**src/rtl/dot_accumulator.sv**
```systemverilog
// Dot-product accumulator behind a pipelined multiplier, with a credit-protected result FIFO.
// Optional saturation and sticky overflow flag when ACC_SAT_EN is defined.
module dot_accumulator #(
  parameter int unsigned PROD_W     = 16,
  parameter int unsigned ACC_W      = 24,
  parameter int unsigned MULT_LAT   = 5,
  parameter int unsigned FIFO_DEPTH = 2
) (
  input  logic              clk,
  input  logic              rst,
  input  logic              in_valid,
  input  logic              in_last,
  output logic              in_ready,
  input  logic [PROD_W-1:0] product,
  output logic              out_valid,
  input  logic              out_ready,
  output logic [ACC_W-1:0]  out_data,
  output logic              out_sat
);

  localparam int unsigned PTR_W = (FIFO_DEPTH > 1) ? $clog2(FIFO_DEPTH) : 1;
  localparam int unsigned CNT_W = $clog2(FIFO_DEPTH + MULT_LAT + 1);

  typedef enum logic {StIdle, StAcc} state_t;

  logic [MULT_LAT-1:0] r_dl_v;
  logic [MULT_LAT-1:0] r_dl_l;
  logic [CNT_W-1:0]    r_inflight;
  logic [CNT_W-1:0]    r_count;
  logic [PTR_W-1:0]    r_wr_ptr;
  logic [PTR_W-1:0]    r_rd_ptr;
  logic [ACC_W-1:0]    r_mem [FIFO_DEPTH];
  logic [ACC_W-1:0]    r_acc;
  state_t              r_state;

  logic                w_accept;
  logic                w_d_v;
  logic                w_d_l;
  logic [CNT_W:0]      w_credit_used;
  logic                w_push;
  logic                w_pop;
  logic                w_full;
  logic [ACC_W-1:0]    w_push_data;
  logic [ACC_W-1:0]    w_sum;
  logic [ACC_W-1:0]    w_acc_d;
  state_t              w_state_d;

  assign w_accept = in_valid && in_ready;
  assign w_d_v    = r_dl_v[MULT_LAT-1];
  assign w_d_l    = r_dl_l[MULT_LAT-1];

  // Credits count both queued results and last-terms still travelling the multiplier.
  assign w_credit_used = (CNT_W+1)'(r_count) + (CNT_W+1)'(r_inflight);
  assign in_ready      = w_credit_used < (CNT_W+1)'(FIFO_DEPTH);

  always_ff @(posedge clk or posedge rst) begin
    if (rst) begin
      r_dl_v     <= '0;
      r_dl_l     <= '0;
      r_inflight <= '0;
    end else begin
      for (int i = MULT_LAT - 1; i > 0; i--) begin
        r_dl_v[i] <= r_dl_v[i-1];
        r_dl_l[i] <= r_dl_l[i-1];
      end
      r_dl_v[0]  <= w_accept;
      r_dl_l[0]  <= in_last;
      r_inflight <= r_inflight + CNT_W'(w_accept && in_last) - CNT_W'(w_d_v && w_d_l);
    end
  end

`ifdef ACC_SAT_EN
  logic [ACC_W:0] w_sum_full;
  logic           w_clamp;
  logic           w_push_sat;
  logic           r_flag;
  logic           r_sat_mem [FIFO_DEPTH];

  assign w_sum_full = {1'b0, r_acc} + (ACC_W+1)'(product);
  assign w_clamp    = w_sum_full[ACC_W];
  assign w_sum      = w_clamp ? '1 : w_sum_full[ACC_W-1:0];
  // A single-term result from IDLE can never overflow, so only ACC pushes carry the flag.
  assign w_push_sat = (r_state == StAcc) && (r_flag || w_clamp);

  always_ff @(posedge clk or posedge rst) begin
    if (rst) begin
      r_flag <= 1'b0;
    end else if (w_d_v) begin
      r_flag <= (r_state == StAcc) && !w_d_l && (r_flag || w_clamp);
    end
  end

  always_ff @(posedge clk) begin
    if (w_push) begin
      r_sat_mem[r_wr_ptr] <= w_push_sat;
    end
  end

  assign out_sat = out_valid && r_sat_mem[r_rd_ptr];
`else
  assign w_sum   = r_acc + ACC_W'(product);
  assign out_sat = 1'b0;
`endif

  always_ff @(posedge clk or posedge rst) begin
    if (rst) begin
      r_state <= StIdle;
      r_acc   <= '0;
    end else begin
      r_state <= w_state_d;
      r_acc   <= w_acc_d;
    end
  end

  always_comb begin
    w_state_d   = r_state;
    w_acc_d     = r_acc;
    w_push      = 1'b0;
    w_push_data = '0;
    unique case (r_state)
      StIdle: begin
        if (w_d_v && w_d_l) begin
          w_push      = 1'b1;
          w_push_data = ACC_W'(product);
        end else if (w_d_v) begin
          w_acc_d   = ACC_W'(product);
          w_state_d = StAcc;
        end
      end
      StAcc: begin
        if (w_d_v && w_d_l) begin
          w_push      = 1'b1;
          w_push_data = w_sum;
          w_acc_d     = '0;
          w_state_d   = StIdle;
        end else if (w_d_v) begin
          w_acc_d = w_sum;
        end
      end
      default: w_state_d = StIdle;
    endcase
  end

  assign w_pop  = out_valid && out_ready;
  assign w_full = r_count == CNT_W'(FIFO_DEPTH);

  always_ff @(posedge clk or posedge rst) begin
    if (rst) begin
      r_wr_ptr <= '0;
      r_rd_ptr <= '0;
      r_count  <= '0;
    end else begin
      if (w_push) begin
        r_wr_ptr <= (r_wr_ptr == PTR_W'(FIFO_DEPTH - 1)) ? '0 : r_wr_ptr + PTR_W'(1);
      end
      if (w_pop) begin
        r_rd_ptr <= (r_rd_ptr == PTR_W'(FIFO_DEPTH - 1)) ? '0 : r_rd_ptr + PTR_W'(1);
      end
      r_count <= r_count + CNT_W'(w_push) - CNT_W'(w_pop);
    end
  end

  always_ff @(posedge clk) begin
    if (w_push) begin
      r_mem[r_wr_ptr] <= w_push_data;
    end
  end

  assign out_valid = r_count != '0;
  assign out_data  = out_valid ? r_mem[r_rd_ptr] : '0;

  a_no_push_when_full: assert property (@(posedge clk) disable iff (rst) !(w_push && w_full));

endmodule

```
**config.mk**
```make
export PLATFORM = sky130hd
export DESIGN_NAME = dot_accumulator
export DESIGN_NICKNAME = d
export VERILOG_FILES = /design/src/rtl/dot_accumulator.sv
export SDC_FILE = /design/constraint.sdc
export NUM_CORES = 1
export LEC_CHECK = 0
export ABC_AREA = 1
export CAP_MARGIN = 5
export CELL_PAD_IN_SITES_DETAIL_PLACEMENT = 0
export CELL_PAD_IN_SITES_GLOBAL_PLACEMENT = 1
export CORE_MARGIN = 2
export CORE_UTILIZATION = 47
export DETAILED_ROUTE_END_ITERATION = 12
export GPL_ROUTABILITY_DRIVEN = 0
export PLACE_DENSITY_LB_ADDON = 0.1
export REMOVE_ABC_BUFFERS = 1
export SYNTH_ARGS = -nofsm -noshare
export SYNTH_HDL_FRONTEND = slang
export SYNTH_SLANG_ARGS = --single-unit
```
**constraint.sdc**
```tcl
create_clock -name clk -period 7.6 [get_ports clk]
set_input_delay 1.14 -clock clk [delete_from_list [all_inputs] [get_ports clk]]
set_output_delay 1.14 -clock clk [all_outputs]
set_load 0.005 [all_outputs]
```
After elaboration in Yosys (flattened, before gate mapping):

Memories as Yosys holds them, arrays and structs flattened.
Index checks and enable logic that the tools add are counted.
W data, S select, Z words.

* add/subtract/negate cells: 8
* multiply operators: 0
* div/mod/pow operators: 0
* $lt $le $gt $ge: 1
* eq/ne operators: 3
* shift operators: 0
* multiplexer cells: 18
* bitwise logic cells: 1
* reduce and logical (&&, ||, !) cells: 6

Operators with widths (count)
* $mux W24: 6
* $pmux W24 S2: 2
* $add A24 B16 Y24: 1
* $mux W16: 1
* $mux W1: 8
* $add A3 B1 Y3: 2
* $sub A3 B1 Y3: 2
* $add A3 B3 Y4: 1
* $logic_and A1 B1 Y1: 4
* $lt A4 B2 Y1 const B: 1
* $ne A2 B2 Y1 const B: 2
* $ne A3 B2 Y1 const B: 1
* $reduce_and A3 Y1: 1
* $reduce_bool A3 Y1: 1
* $add A1 B1 Y1 const B: 2
* $pmux W1 S2: 1
* $not A1 Y1: 1

* bits in registers: 43
* latch bits: 0
* memory bits (writable): 48
* ROM bits: 0
* output and inout bits: 27
* logic and storage cells: 46
* memories: 1

Memory list
* r_mem: depth 2, width 24, read ports 1, clocked after memory_dff 0, write ports 1, RTL line 32 `logic [ACC_W-1:0] r_mem [FIFO_DEPTH];`

Depth between registers and ports, before layout:

* depth after elaboration: 6
* mapped depth: 13
* mapped depth without buffers: 13

Worst setup path after synthesis:

Ideal clock, no wire load.

* kind: input port to flip-flop
* start: input port product[0]
* end: memory r_mem[0][14] (data pin)
* data arrival time: 2.407 ns
* path slack: 4.917 ns
* stages: 10
* cells stage by stage: ha_1 fa_1 nand3_1 nand3_2 nand2_1 nand2_1 nand2_1 nand3b_1 nand3_1 a21oi_1

* longest elaborated chain between the ends: 3

RTL lines
* start, declared: RTL line 14 `input logic [PROD_W-1:0] product,`
* $add A24 B16 Y24: RTL line 101 `assign w_sum = r_acc + ACC_W'(product);`
* $mux W24: RTL line 131 `if (w_d_v && w_d_l) begin`
* $pmux W24 S2: RTL line 120 `unique case (r_state)`
* net w_push_data[14]: RTL line 43 `logic [ACC_W-1:0] w_push_data;`
* end, declared: RTL line 32

The timed path passes the listed nets, and every way through them passes these cells.

Worst setup path in the final report:

* start: register r_rd_ptr
* end: output port out_data[3]

* longest elaborated chain between the ends: 2

RTL lines
* start, declared: RTL line 31 `logic [PTR_W-1:0] r_rd_ptr;`
* start signal, assigned: RTL line 157 `r_rd_ptr <= (r_rd_ptr == PTR_W'(FIFO_DEPTH - 1)) ? '0 : r_rd_ptr + PTR_W'(1);`
* $mem_v2 Z2 W24
* $mux W24: RTL line 170 `assign out_data = out_valid ? r_mem[r_rd_ptr] : '0;`
* end, declared: RTL line 17 `output logic [ACC_W-1:0] out_data,`

Every way passes these cells.

==> metrics.txt <==
Die Ht approximately 110 µm; P_int roughly 1.4 mW; pwr dens around 380 nW/µm²; synth warn 0; Synth area leaders edfxtp_1 26%, dfrtp_1 20%, nand2_1 19%; status complete, no violations; total core area around 11000 µm²; Pre-antenna DRT Iters 4; fin crit share a little under half; # nets final roughly 800; CP peak stage delay roughly 0.9 ns; Distinct cells, synth 36; largest net degree at the start of global routing 44; Multi-input gate area around 2500 µm²; clock buffer depth 2; # clock sinks 91; Post-Route WL between 10000 and 15000 µm; flops & latches, synth a little over 90; Switching Share 42.9%; gr ovfl total 0; top_reg_cell synth edfxtp_1; post-CTS setup buffer count 0; global-route usage over all layers around 22%; Hold Path Class register to register; Post-Syn Area between 5000 and 6000 µm²; Post-synth EDFFs 48; Max Fclk ~280 MHz; setup_tns 0 ns; FFs w/ async S/R, synth a little under half; ANT cells 0; Post-CTS Hold Buffers 0; Post-synth top cells 278 x nand2_1, 99 x inv_1, 48 x edfxtp_1; num rows 39; worst slew pin tran between 0.9 and 1 ns; drt first-iter violations about 250; sequential power share between 30% and 40%; fin worst setup slack ~4 ns; Top delay family on crit path buffers and inverters; area leader, netlist edfxtp_1; CTS buffer count 9; CP endpoint kind output port; critical setup path kind register to output port; clk_lat worst skew between 0.3 and 0.4 ns; Area growth syn-to-layout 16.5%; post-cts resize count 0; Synth Area per Inst 7.74 µm²; combinational fraction of design power around half; CTS Root Cell clkbuf_16; final antenna-violating net count 0; Most common cell on crit path nand2_1; Storage cell area 2520 µm²; placed wire-length estimate roughly 9600 µm; WL/cell roughly 14 µm; Max-Cap Viols 0; pre-CTS setup slack approximately 4.2 ns; Hold Violations, Final 0; crit path launch r_rd_ptr; headroom to the max-slew limit 33.9%; most common cell in the netlist nand2_1; die width around 110 µm; Max Slew Vio Count 0; Initial Util a little under half; post-synth top area share between 20% and 30%; hold path startpoint r_dl_v[3]; count of input and output buffers 46; Setup Viol. Count Final 0; vias in the first global route approximately 4200; worst path cell trace inv_2 > nand2_1 > nand2_1 > nand2_1 > inv_1 > clkdlybuf4s50_1; Critical Path Slowest Stage Cell dfrtp_1; CP required 6.46 ns; unrepaired setup endpoints after global routing no; critical path peak fanout 25; Max VDD drop between 0.15 and 0.2 mV; net switching power 1.03 mW; first-pass GRT wire length 21400 µm; leak pwr ~3.2 nW; TritonCTS clock tree done; DRC violations left 0; # IOs 48; minimum clock period approximately 3.6 ns; drt via density 4.90; share of cells above drive strength 1 9.68%; Clock transition at path regs roughly 0.070 ns; Post-Synthesis Cells between 700 and 800; initial antenna violation count 0; Fill cells 1073; sequential fraction of the synthesis area between 40% and 50%; # H-tree levels 3; worst r2r src r_count[1]; full die area approximately 12000 µm²; Clock Power Share approximately a fifth; Arrival @ worst endpoint approximately 2.5 ns; critical path buffer and inverter count 3; Max Clock Skew 0.0114 ns; vias post-DR roughly 4400; critical path launch point type register
-- placed cells by master (no fill, tap or decap), drive strengths merged --
cell / n
nand3b: 4
nand3: 42
clkbuf: 12
clkinvlp: 1
a21oi: 27
ha: 22
xnor2: 3
nor3: 3
edfxtp: 48
and2: 2
clkinv: 3
nand2: 296
conb: 1
buf: 2
dfrtp: 43
nor3b: 1
o31ai: 1
clkdlybuf4s50: 46
xor2: 5
fa: 4
nand4: 5
a31oi: 2
inv: 108
o22ai: 1
o21ai: 15
mux2i: 2
nor2: 55
-- power by group through the flow --
stage | clock [mW] | combinational [mW] | sequential (mW)
2_1_floorplan | 0 | 0.804 | 0.712
3_3_place_gp | 0 | 1.17 | 0.751
3_5_place_dp | 0 | 1.19 | 0.752
4_1_cts | 0.466 | 1.20 | 0.745
5_1_grt | 0.491 | 1.37 | 0.762
6_report | 0.457 | 1.20 | 0.747
-- state kept, by name, summed over array words and instances (netlist names), named ones only --
name,cells
r_inflight,3
r_dl_v,5
r_dl_l,5
r_count,3
r_wr_ptr,1
r_rd_ptr,1
r_mem,48
r_acc,24
-- layout make-up --
cell class                      instances  share of cell area (%)
Multi-Input combinational cell        491                    38.8
Timing Repair Buffer                   48                    7.48
Sequential cell                        91                    39.6
Clock inverter                          4                   0.473
Inverter                              108                    6.38
Clock buffer                           12                    4.39
Tap cell                              143                    2.82
-- routing by layer --
layer	up-vias	share of wire [%]	track usage (%)
met5	-	0	0
met4	0	0.93	5.10
met3	10	3.6	3.59
met2	82	44	34.2
met1	2014	51	32.4
li1	2285	-	-
-- final timing paths --
path / to / slack, ns / depth (start not counted)
min in group asynchronous: r_acc[23] / 1.35 / 2
min reg2reg: r_dl_v[4] / 0.35 / 0
max reg2reg: r_inflight[2] / 4.67 / 12
max in group asynchronous: r_acc[3] / 5.63 / 2
max: out_data[3] / 4.01 / 6
min: r_dl_v[4] / 0.35 / 0
-- metrics by stage --
step                hold slack, ns  instances  area, µm²  total power [mW]  util (%)
floorplan                    0.331        690       5390              1.52         -
global placement             0.334        881       6050              1.92      53.2
detailed placement           0.335        881       6050              1.95      53.2
CTS                          0.350        897       6350              2.41      55.9
global route                 0.359        897       6350              2.62      55.9
finish                       0.349        897       6350              2.40      55.9
-- cell families (layout without fill, tap and decap cells) --
| family | Yosys count | after routing | share of synthesized area, % |
|---|---|---|---|
| compound gates | 46 | 46 | 4.68 |
| xor+xnor | 8 | 8 | 1.28 |
| fa+ha+maj | 26 | 26 | 6.51 |
| buf+inv | 123 | 172 | 8.71 |
| flops | 91 | 91 | 46.1 |
| mux | 2 | 2 | 0.367 |
| other cells | 1 | 1 | 0.0687 |
| simple gates | 408 | 408 | 32.2 |
(Power assumes the default switching activity.)
